$ cat config.mk
export PLATFORM = sky130hd
export DESIGN_NAME = multiplicador_control_fsm
export DESIGN_NICKNAME = d
export VERILOG_FILES = /design/src/rtl/multiplicador_control_fsm.sv
export SDC_FILE = /design/constraint.sdc
export NUM_CORES = 1
export LEC_CHECK = 0
export ABC_AREA = 1
export BUFFER_PORTS_ARGS = -buffer_cell sky130_fd_sc_hd__buf_2
export CAP_MARGIN = 20
export CORE_UTILIZATION = 45
export CTS_CLUSTER_DIAMETER = 200
export DETAILED_ROUTE_END_ITERATION = 8
export GPL_TIMING_DRIVEN = 0
export PLACE_DENSITY = 0.78
export SLEW_MARGIN = 20
export SYNTH_ARGS = -nofsm -noshare
export SYNTH_HDL_FRONTEND = slang
export SYNTH_SLANG_ARGS = --single-unit
$ cat constraint.sdc
create_clock -name clk -period 1.6 [get_ports clk]
set_input_delay 0.48 -clock clk [delete_from_list [all_inputs] [get_ports clk]]
set_output_delay 0.48 -clock clk [all_outputs]
set_load 0.02 [all_outputs]
$ cat src/rtl/multiplicador_control_fsm.sv
// Control FSM for the MMP sequential shift-add multiplier: sequences the A/Q/P
// universal registers and reports completion, with an iteration watchdog.
module multiplicador_control_fsm #(
    parameter int ANCHO = 8,
    parameter int CW    = 4
) (
    input  logic       clk,
    input  logic       rst,
    input  logic       iniciar,
    input  logic       q0,
    input  logic       p_cero,
    output logic [3:0] control_a,
    output logic [3:0] control_q,
    output logic [3:0] control_p,
    output logic       ocupado,
    output logic       listo,
    output logic       valido,
    output logic       error
);

    localparam logic [3:0] COD_MEM   = 4'b0000;
    localparam logic [3:0] COD_SUMA  = 4'b1000;
    localparam logic [3:0] COD_DESPL = 4'b0100;
    localparam logic [3:0] COD_DECR  = 4'b0010;
    localparam logic [3:0] COD_CARGA = 4'b0001;

    localparam logic [CW-1:0] WD_MAX = CW'(ANCHO);

    typedef enum logic [2:0] {
        REPOSO    = 3'd0,
        CARGA     = 3'd1,
        PRUEBA    = 3'd2,
        SUMAR     = 3'd3,
        DESPLAZAR = 3'd4,
        FIN       = 3'd5
    } estado_t;

    estado_t       state_q, state_d;
    logic          iniciar_prev_q;
    logic [CW-1:0] wd_q, wd_d;
    logic [3:0]    ctrl_a_q, ctrl_a_d;
    logic [3:0]    ctrl_q_q, ctrl_q_d;
    logic [3:0]    ctrl_p_q, ctrl_p_d;
    logic          ocupado_q, ocupado_d;
    logic          listo_q, listo_d;
    logic          valido_q, valido_d;
    logic          error_q, error_d;
    logic          start_s;

    // Next state, plus outputs decoded from the state being entered so they register with it
    always_comb begin
        state_d  = state_q;
        wd_d     = wd_q;
        valido_d = valido_q;
        error_d  = error_q;
        ctrl_a_d = COD_MEM;
        ctrl_q_d = COD_MEM;
        ctrl_p_d = COD_MEM;
        ocupado_d = 1'b0;
        listo_d   = 1'b0;
        start_s   = iniciar & ~iniciar_prev_q;

        case (state_q)
            REPOSO: begin
                if (start_s) begin
                    state_d = CARGA;
                end else begin
                    state_d = REPOSO;
                end
            end
            CARGA:     state_d = PRUEBA;
            PRUEBA: begin
                // p_cero outranks the watchdog, so a normal finish never flags error
                if (p_cero) begin
                    state_d = FIN;
                end else if (wd_q == WD_MAX) begin
                    state_d = FIN;
                    error_d = 1'b1;
                end else if (q0) begin
                    state_d = SUMAR;
                end else begin
                    state_d = DESPLAZAR;
                end
            end
            SUMAR:     state_d = DESPLAZAR;
            DESPLAZAR: state_d = PRUEBA;
            FIN:       state_d = REPOSO;
            default:   state_d = REPOSO;
        endcase

        case (state_d)
            REPOSO: begin
                ocupado_d = 1'b0;
            end
            CARGA: begin
                ctrl_a_d  = COD_CARGA;
                ctrl_q_d  = COD_CARGA;
                ctrl_p_d  = COD_CARGA;
                ocupado_d = 1'b1;
                valido_d  = 1'b0;
                error_d   = 1'b0;
                wd_d      = {CW{1'b0}};
            end
            PRUEBA: begin
                ocupado_d = 1'b1;
            end
            SUMAR: begin
                ctrl_a_d  = COD_SUMA;
                ocupado_d = 1'b1;
            end
            DESPLAZAR: begin
                ctrl_a_d  = COD_DESPL;
                ctrl_q_d  = COD_DESPL;
                ctrl_p_d  = COD_DECR;
                ocupado_d = 1'b1;
                if (wd_q < WD_MAX) begin
                    wd_d = wd_q + CW'(1);
                end else begin
                    wd_d = wd_q;
                end
            end
            FIN: begin
                listo_d  = 1'b1;
                valido_d = 1'b1;
            end
            default: begin
                ocupado_d = 1'b0;
            end
        endcase
    end

    // State and output registers with synchronous active-low reset
    always_ff @(posedge clk) begin
        if (!rst) begin
            state_q        <= REPOSO;
            iniciar_prev_q <= 1'b1;
            wd_q           <= {CW{1'b0}};
            ctrl_a_q       <= COD_MEM;
            ctrl_q_q       <= COD_MEM;
            ctrl_p_q       <= COD_MEM;
            ocupado_q      <= 1'b0;
            listo_q        <= 1'b0;
            valido_q       <= 1'b0;
            error_q        <= 1'b0;
        end else begin
            state_q        <= state_d;
            iniciar_prev_q <= iniciar;
            wd_q           <= wd_d;
            ctrl_a_q       <= ctrl_a_d;
            ctrl_q_q       <= ctrl_q_d;
            ctrl_p_q       <= ctrl_p_d;
            ocupado_q      <= ocupado_d;
            listo_q        <= listo_d;
            valido_q       <= valido_d;
            error_q        <= error_d;
        end
    end

    assign control_a = ctrl_a_q;
    assign control_q = ctrl_q_q;
    assign control_p = ctrl_p_q;
    assign ocupado   = ocupado_q;
    assign listo     = listo_q;
    assign valido    = valido_q;
    assign error     = error_q;

endmodule

# --- Word-level counts from Yosys, hierarchy flattened ---
# Cells that the tools add are included.
op_classes:
  n_addsub: 1
  n_eq_ne: 11
  n_bitwise: 4
  reduce_logical: 8
  muxes: 13
  magnitude_cmp: 1
ops:
  columns: ["cell", "count"]
  rows:
  - ["== test 3 x 2 -> 1 bit (second input constant)", 4]
  - ["one-hot mux 3 bit (4 select lines)", 1]
  - ["one-hot mux 4 bit (3 select lines)", 1]
  - ["== test 3 bit (second input constant)", 3]
  - ["two-way mux 3 bit", 3]
  - ["one-hot mux 4 bit (2 select lines)", 1]
  - ["== test 3 x 1 -> 1 bit (second input constant)", 2]
  - ["one-hot mux 3 bit (2 select lines)", 1]
  - ["adder 4 x 1 -> 4 bit (second input constant)", 1]
  - ["== test 4 bit (second input constant)", 1]
  - ["< comparator 4 bit (second input constant)", 1]
  - ["two-way mux 4 bit", 1]
  - ["one-hot mux 2 bit (2 select lines)", 1]
  - ["nonzero test 2 bit", 2]
  - ["OR reduction 2 bit", 2]
  - ["OR reduction 4 bit", 1]
  - ["logical NOT 3 bit", 1]
  - ["two-way mux 1 bit", 3]
  - ["NOT 1 bit", 3]
  - ["AND reduction 3 bit", 1]
  - ["inequality test 2 bit (second input constant)", 1]
  - ["one-hot mux 1 bit (2 select lines)", 1]
  - ["AND reduction 2 bit", 1]
  - ["AND 1 bit", 1]
word_totals:
  elab_cells: 48
  regBits: 24
  input_bits: 5
  output_inout_bits: 16

# --- Logic depth before layout (Yosys ltp) ---
# Gate-level depths: netlist of run 1.
depth:
  depth_word: 7
  ltp_mapped: 14
  mapped_depth_nobuf: 14

# --- Worst setup path before layout of run 1 ---
# No wires, ideal clock.
synth_path:
  kind: "reg2reg"
  from: "register wd_q[0]"
  to: "register wd_q[1]"
  setup_time_ns: 0.115
  period_less_slack_ns: 1.435
  setup_slack_ns: 0.165
  arrival_time_ns: 1.320
  path_stages_with_launch: 11
  cell_sequence: "dfxtp_1 inv_1 ha_1 nand3_2 nand2_1 nand2_1 nand2_2 nor2_4 nand3_4 a21oi_1 nor2_1"
synth_via:
  elab_chain_cells: 7
  word_cells_on_any_way: 13
synth_lines:
  columns: ["element", "line", "rtl"]
  rows:
  - ["start: declaration", "40", "logic [CW-1:0] wd_q, wd_d;"]
  - ["start signal: assignment", "137", "wd_q <= {CW{1'b0}};"]
  - ["start signal: assignment", "148", "wd_q <= wd_d;"]
  - ["== test 4 bit", "76", "end else if (wd_q == WD_MAX) begin"]
  - ["two-way mux 3 bit", "76", null]
  - ["two-way mux 3 bit", "74", "if (p_cero) begin"]
  - ["one-hot mux 3 bit (4 select lines)", "63", "case (state_q)"]
  - ["== test 3 bit or == test 3 x 1 -> 1 bit (tied branches)", "91", "case (state_d)"]
  - ["inequality test 2 bit (no line) or nonzero test 2 bit (tied branches)", null, null]
  - ["AND reduction 2 bit (no line)", null, null]
# Several ways; a longest one is shown, not always the timed one. The select of a mux whose other input is x is not followed.
# A chain may end at the register's enable or synchronous reset.

# --- Worst setup path after layout of run 1 ---
layout_path:
  from: "register wd_q[1]"
  to: "register wd_q[1]"
# The elaborated chain is that of the path after synthesis.

==> summary.txt, run 1 <==
CTS
  • Maximum clock path buffer count: 2
  • # H-tree levels: 1
  • CTS Sinks: 16
  • Clock tree from TritonCTS: yes
  • Hold bufs inserted after CTS: 0
  • Clock slew seen by the registers of the worst setup and hold paths: 100 ps
  • Root Buffer Master: sky130_fd_sc_hd__clkbuf_4
  • Clock latency of the later-clocked register in the worst-skew pair: ~300 ps
  • Number of buffers created by CTS: 3

Synthesis
  • Most numerous cell in the Yosys netlist: sky130_fd_sc_hd__nor2_1
  • Async set or reset register ratio after synthesis: 0
  • Share of the yosys chip area belonging to registers: 0.3776
  • Distinct cell type count after synthesis: 26
  • Top cell type's share of synthesized area: 0.3776
  • Count of synthesis-stage warnings from yosys: 0
  • Mapped Cells: 108
  • Cell Area, Synth: roughly 850 sq um
  • Cell accounting for the most synthesized area: sky130_fd_sc_hd__dfxtp_1
  • Most used flip-flop cell after synthesis: sky130_fd_sc_hd__dfxtp_1
  • FF+latch count, synth: 16
  • Post-synth EDFFs: 0
  • Synthesized area per cell: roughly 7.9 sq um
  • Synth area leaders: sky130_fd_sc_hd__dfxtp_1, sky130_fd_sc_hd__nor2_1, sky130_fd_sc_hd__buf_4, sky130_fd_sc_hd__nand2_1, sky130_fd_sc_hd__inv_1
  • Top post-synthesis cells by count: sky130_fd_sc_hd__nor2_1, sky130_fd_sc_hd__dfxtp_1, sky130_fd_sc_hd__nand2_1, sky130_fd_sc_hd__inv_1, sky130_fd_sc_hd__buf_4

Placed design
  • Count of buffers from port buffering: 15
  • Gpl congestion: around 0.84
  • HPWL Detailed: 1087 microns

STA
  • Tmin final: ~1500 ps
  • Worst hold slack after final layout: around 440 ps
  • Achievable clock frequency: between 0.6 and 0.7 GHz
  • Endpoints failing setup: 0
  • RSZ-0062 raised after global routing: no
  • Total Neg Setup Slack: 0 ps
  • Crit share post-route: 0.9427
  • Max Clock Skew: between 8 and 9 ps
  • Final-report max-slew violation count: 0
  • Number of hold violations in the final report: 0

Global route
  • Number of global-route vias before repair: 608
  • Number of antenna violations at the first check in global routing: 0
  • All-Layer GR Usage: 0.1585
  • Maximum number of pins on one net before global-route repair: 10
  • First-pass GRT wire length: about 2300 microns
  • Global route overflow: 0

Power
  • PwrDens: ~820 nW/um^2
  • Leak pwr: about 0.53 nW
  • Worst IR Drop VDD: ~0.00042 V
  • Sum of internal, switching and leakage power: 0.8584 mW

Layout
  • Final nets: between 100 and 150
  • Share of layout cells above drive strength 1: 0.4286
  • Ant. Diodes: 0
  • Synthesis-to-finish area growth: 23.75%

Route
  • Routed metal-1 wirelength: between 600 and 700 microns
  • First drt pass iteration count: 4
  • Met3 wire length: about 66 microns
  • DR top layer: met4
  • Wirelength, routed: 1569 microns
  • Routed wire length per instance: 9.930 microns
  • Number of vias after detailed routing: 723
  • Per-cell via count in the routed design: roughly 4.6
  • Routed length on met2: 783 microns
  • Count of nets left with antenna violations after detail routing: 0
  • # DRC: 0
  • First-iteration detailed-routing DRC count: 11

Floorplan
  • Number of cell rows: 15
  • Number of I/O pins: 21
  • Die width: approximately 45 microns
  • Die area: 2063 sq um
  • Core area: 1745 sq um
  • Die outline height: about 45 microns
  • Starting utilization of the core area: 0.4860

Worst setup path
  • Worst Setup EP: wd_q[1]
  • Kind of capture point of the worst setup path: flop
  • Start point of the critical path: wd_q[1]
  • Reg-to-reg slack, setup: roughly 90 ps
  • Startpoint Class: flop
  • Origin of the critical flop-to-flop path: wd_q[1]
  • Depth of the worst register-to-register path: 10
  • Critical path peak fanout: 6
  • Required time of the worst setup path: 1800 ps
  • Capture instance of the worst register-to-register path: wd_q[1]
  • Setup Crit Path Kind: flop to flop
  • Crit path arrival time: approximately 1700 ps

Hold path
  • Tightest Hold Check Type: input port to flop
  • Worst hold stages: 3

Flow run
  • Max-Cap Viols: 0

Outcome
  • Outcome: complete, no violations
cell usage in the layout, fill, tap and decap left out, types with 4 or more instances in the layout:
| cell type | n |
|---|---|
| sky130_fd_sc_hd__buf_4 | 10 |
| sky130_fd_sc_hd__dfxtp_1 | 14 |
| sky130_fd_sc_hd__nor2_1 | 18 |
| sky130_fd_sc_hd__inv_1 | 8 |
| sky130_fd_sc_hd__nand2_1 | 13 |
| sky130_fd_sc_hd__conb_1 | 5 |
| sky130_fd_sc_hd__nand3_1 | 5 |
| sky130_fd_sc_hd__buf_2 | 15 |
| sky130_fd_sc_hd__nand2_2 | 7 |
| sky130_fd_sc_hd__a21oi_1 | 4 |
worst max-delay path, cell delays in order, from the launching register on:
cell and delay, ps:
sky130_fd_sc_hd__dfxtp_2 350, sky130_fd_sc_hd__inv_1 50, sky130_fd_sc_hd__ha_2 180, sky130_fd_sc_hd__nand3_4 80, sky130_fd_sc_hd__nand2_1 70, sky130_fd_sc_hd__nand2_1 70
sky130_fd_sc_hd__nand2_2 80, sky130_fd_sc_hd__nor2_4 160, sky130_fd_sc_hd__nand3_4 130, sky130_fd_sc_hd__a21oi_2 160, sky130_fd_sc_hd__nor2_1 60
metrics by stage:
stage          setup WS [ps]  utilization  cell area (sq um)  instances
4_1_cts               0.8409       0.5763               1006        156
6_report               91.71       0.6014               1050        158
3_5_place_dp           22.77       0.5556              969.7        152
3_3_place_gp           58.95       0.5556              969.7        152
5_1_grt                3.167       0.6014               1050        158
2_1_floorplan          164.7            -              863.3        112
repair_timing:
item                                    in CTS  in global routing
endpoints found under the setup margin       0                  3
resized for setup                            0                 10
buffers inserted                             0                  2
cell type report:
| cell class | count | area (sq um) |
|---|---|---|
| plain buffers | 8 | 60.06 |
| clock buffers | 4 | 36.28 |
| fillers | 163 | 695.7 |
| inverters | 15 | 60.06 |
| multi-input cells | 73 | 449.2 |
| flip-flops and latches | 16 | 322.8 |
| well taps | 25 | 31.28 |
| repair buffers | 17 | 90.09 |
registers in the layout, indices dropped and copies added, names as in the netlist:
register        cells
listo               1
wd_q                4
error               1
ocupado             1
control_q           1
valido              1
control_a           3
state_q             3
iniciar_prev_q      1
logic make-up after synthesis:
kind of cell               share of synthesized area
AOI/OAI and AO/OA                            0.04277
xor gates and xnor gates                     0.02065
adders and majority gates                    0.02949
buffers and inverters                         0.1416
DFF                                           0.3776
other                                       0.004421
and+or+nand+nor                               0.3835
how the worst min path moves through the flow:
stage,startpoint,endpoint,slack (ps)
2_1_floorplan,wd_q[0],wd_q[0],520
3_3_place_gp,valido,valido,460
3_5_place_dp,valido,valido,460
4_1_cts,iniciar,iniciar_prev_q,440
5_1_grt,iniciar,iniciar_prev_q,440
6_report,rst,wd_q[1],440
power breakdown:
part / internal (mW) / switching [mW] / total (mW)
clock network: 0.139 / 0.136 / 0.275
registers: 0.415 / 0.0115 / 0.426
logic: 0.0594 / 0.0983 / 0.158
layer usage:
metal / track usage / up-vias
met2: 0.2743 / 21
met5: 0 / -
met4: 0.1091 / 0
met1: 0.1760 / 328
met3: 0.02381 / 5
li1: - / 369
(Power assumes the default switching activity.)
==> inputs of run 2 (changes only) <==
--- a/config.mk
+++ b/config.mk
@@ -11,7 +11,6 @@
 export CORE_UTILIZATION = 45
 export CTS_CLUSTER_DIAMETER = 200
 export DETAILED_ROUTE_END_ITERATION = 8
-export GPL_TIMING_DRIVEN = 0
 export PLACE_DENSITY = 0.78
 export SLEW_MARGIN = 20
 export SYNTH_ARGS = -nofsm -noshare
==> run 2 against run 1 <==
Net effect: power shrank 2.6%; clock-buffer cell count is the same; sequential cell count is the same; sequential power is essentially flat; worst hold slack lost 1.3 ps; sequential share of layout area grew 1.6 points; clock skew shrank 5.8 ps; maximum frequency grew 0.40%; die area is the same; largest cell class unchanged.
==> summary.txt, run 2 (synthesized netlist as in run 1, its figures left out) <==
Route
  • First-iteration detailed-routing DRC count: 12 (was 11)
  • # DRC: 0 (unchanged)
  • Number of vias after detailed routing: 694 (was 723)
  • DR top layer: met4 (unchanged)
  • Met3 wire length: 75 microns (was 66 microns)
  • Wirelength, routed: 1532 microns (was 1569 microns)
  • Routed length on met2: 746 microns (was 783 microns)
  • First drt pass iteration count: 4 (unchanged)
  • Routed metal-1 wirelength: 668 microns (was 671 microns)
  • Routed wire length per instance: 10.15 microns (was 9.930 microns)
  • Per-cell via count in the routed design: 4.596 (was 4.576)
  • Count of nets left with antenna violations after detail routing: 0 (unchanged)

Layout
  • Ant. Diodes: 0 (unchanged)
  • Share of layout cells above drive strength 1: 0.3889 (was 0.4286)
  • Final std cell area, no fill: 997.2 sq um (was 1050 sq um)
  • Non-Filler Instances: 151 (was 158)
  • Synthesis-to-finish area growth: 17.55% (was 23.75%)
  • Area taken by flip-flops and latches: 322.8 sq um (unchanged)
  • Number of fill cells: 161 (was 163)
  • Largest Register: wd_q (unchanged)
  • Final nets: 134 (was 141)
  • Largest register FFs: 4 (unchanged)
  • Area used by multi-input combinational logic: 449.2 sq um (unchanged)
  • Top library cells by usage in the layout, fill and taps aside: sky130_fd_sc_hd__nor2_1, sky130_fd_sc_hd__buf_2, sky130_fd_sc_hd__dfxtp_1, sky130_fd_sc_hd__nand2_1, sky130_fd_sc_hd__inv_1 (was sky130_fd_sc_hd__nor2_1, sky130_fd_sc_hd__buf_2, sky130_fd_sc_hd__dfxtp_1, sky130_fd_sc_hd__nand2_1, sky130_fd_sc_hd__buf_4)
  • Leading cell type in the layout, fill and taps excluded: sky130_fd_sc_hd__nor2_1 (unchanged)

STA
  • Tmin final: 1502 ps (was 1508 ps)
  • Worst hold slack after final layout: 434.3 ps (was 435.6 ps)
  • Max Clock Skew: 2.895 ps (was 8.725 ps)
  • Final-report max-slew violation count: 0 (unchanged)
  • Crit share post-route: 0.9389 (was 0.9427)
  • Achievable clock frequency: 0.6656 GHz (was 0.6630 GHz)
  • Number of hold violations in the final report: 0 (unchanged)
  • PnR worst setup slack: 97.68 ps (was 91.71 ps)
  • Endpoints failing setup: 0 (unchanged)

Power
  • Leak pwr: 0.4929 nW (was 0.5320 nW)
  • Sum of internal, switching and leakage power: 0.8364 mW (was 0.8584 mW)
  • Worst IR Drop VDD: 0.0005228 V (was 0.0004210 V)
  • PwrDens: 838.7 nW/um^2 (was 817.7 nW/um^2)

Flow run
  • Max-Cap Viols: 0 (unchanged)

Placed design
  • Cell area after placement: 924.6 sq um (was 969.7 sq um)
  • Worst slack at placement: 22.17 ps (was 22.77 ps)
  • Gpl congestion: 0.8423 (was 0.8444)
  • HPWL Detailed: 1112 microns (was 1087 microns)
  • Count of buffers from port buffering: 15 (unchanged)
  • Total instance count after detailed placement: 146 (was 152)

CTS
  • Root Buffer Master: sky130_fd_sc_hd__clkbuf_4 (unchanged)
  • Clock slew seen by the registers of the worst setup and hold paths: 90 ps (was 100 ps)
  • # H-tree levels: 1 (unchanged)
  • Number of buffers created by CTS: 3 (unchanged)
  • Clock latency of the later-clocked register in the worst-skew pair: 290 ps (was 300 ps)
  • CTS Sinks: 16 (unchanged)
  • Clock tree from TritonCTS: yes (unchanged)
  • Hold bufs inserted after CTS: 0 (unchanged)
  • Maximum clock path buffer count: 2 (unchanged)

Worst setup path
  • Depth of the worst register-to-register path: 9 (was 10)
  • Crit path arrival time: 1700 ps (was 1710 ps)
  • Setup Crit Path Kind: flop to flop (unchanged)
  • Required time of the worst setup path: 1790 ps (was 1800 ps)
  • Startpoint Class: flop (unchanged)
  • Kind of capture point of the worst setup path: flop (unchanged)
  • Critical path peak fanout: 6 (unchanged)

Floorplan
  • Die area: 2063 sq um (unchanged)
  • Die outline height: 45.42 microns (unchanged)
  • Starting utilization of the core area: 0.4860 (unchanged)
  • Number of cell rows: 15 (unchanged)
  • Number of I/O pins: 21 (unchanged)
  • Die width: 45.42 microns (unchanged)
  • Core area: 1745 sq um (unchanged)

Global route
  • Number of global-route vias before repair: 590 (was 608)
  • All-Layer GR Usage: 0.1588 (was 0.1585)
  • Number of antenna violations at the first check in global routing: 0 (unchanged)
  • Global route overflow: 0 (unchanged)
  • First-pass GRT wire length: 2325 microns (was 2311 microns)
  • Maximum number of pins on one net before global-route repair: 10 (unchanged)

Hold path
  • Worst hold stages: 2 (was 3)
  • Tightest Hold Check Type: input port to flop (unchanged)

Outcome
  • Outcome: complete, no violations (unchanged)
-- run 2: cell types whose count changed in the layout (fill, tap and decap cells not counted), sizes merged --
| cell | change |
|---|---|
| buf | -7 |
-- run 2: worst max-delay path: stages (launching register included) --
cell	delay, ps
sky130_fd_sc_hd__dfxtp_2	330
sky130_fd_sc_hd__inv_1	100
sky130_fd_sc_hd__ha_2	200
sky130_fd_sc_hd__nand3_4	90
sky130_fd_sc_hd__nand3_2	110
sky130_fd_sc_hd__nand2_2	70
sky130_fd_sc_hd__nor2_4	180
sky130_fd_sc_hd__nand3_4	130
sky130_fd_sc_hd__a21oi_1	150
sky130_fd_sc_hd__nor2_1	50
-- run 2: area by class of cell --
cell class | instances | area share
Clock buffer | 4 | 0.03639
Inverter | 15 | 0.06023
Multi-Input combinational cell | 73 | 0.4504
Sequential cell | 16 | 0.3237
Tap cell | 25 | 0.03137
Timing Repair Buffer | 18 | 0.09787
-- run 2: through the flow --
stage               setup TNS, ps  utilization
floorplan                       0            -
global placement                0       0.5297
detailed placement              0       0.5297
CTS                             0       0.5505
global route               -34.53       0.5713
finish                          0       0.5713
-- run 2: repair_timing --
action	CTS	global route
gates resized for setup	0	9
endpoints found under the setup margin	0	3
buffers inserted	0	1
-- run 2: path summary, 6_finish.rpt --
path	from	to	slack [ps]
worst max register to register	wd_q[0]	wd_q[0]	100
worst min register to register	valido	valido	490
worst min-delay path	iniciar	iniciar_prev_q	430
worst max-delay path	wd_q[0]	wd_q[0]	100
-- run 2: routing by layer --
metal,up-vias,global-route usage
li1,361,-
met1,304,0.1720
met2,24,0.2800
met3,5,0.02381
met4,0,0.1091
met5,-,0
-- run 2: power by group --
group          internal [mW]  switching (mW)  leakage, nW  total, mW
Clock                  0.139           0.128       0.0210      0.267
Combinational         0.0483          0.0947        0.341      0.143
Sequential             0.415          0.0118        0.131      0.426
Total                  0.602           0.235        0.493      0.836
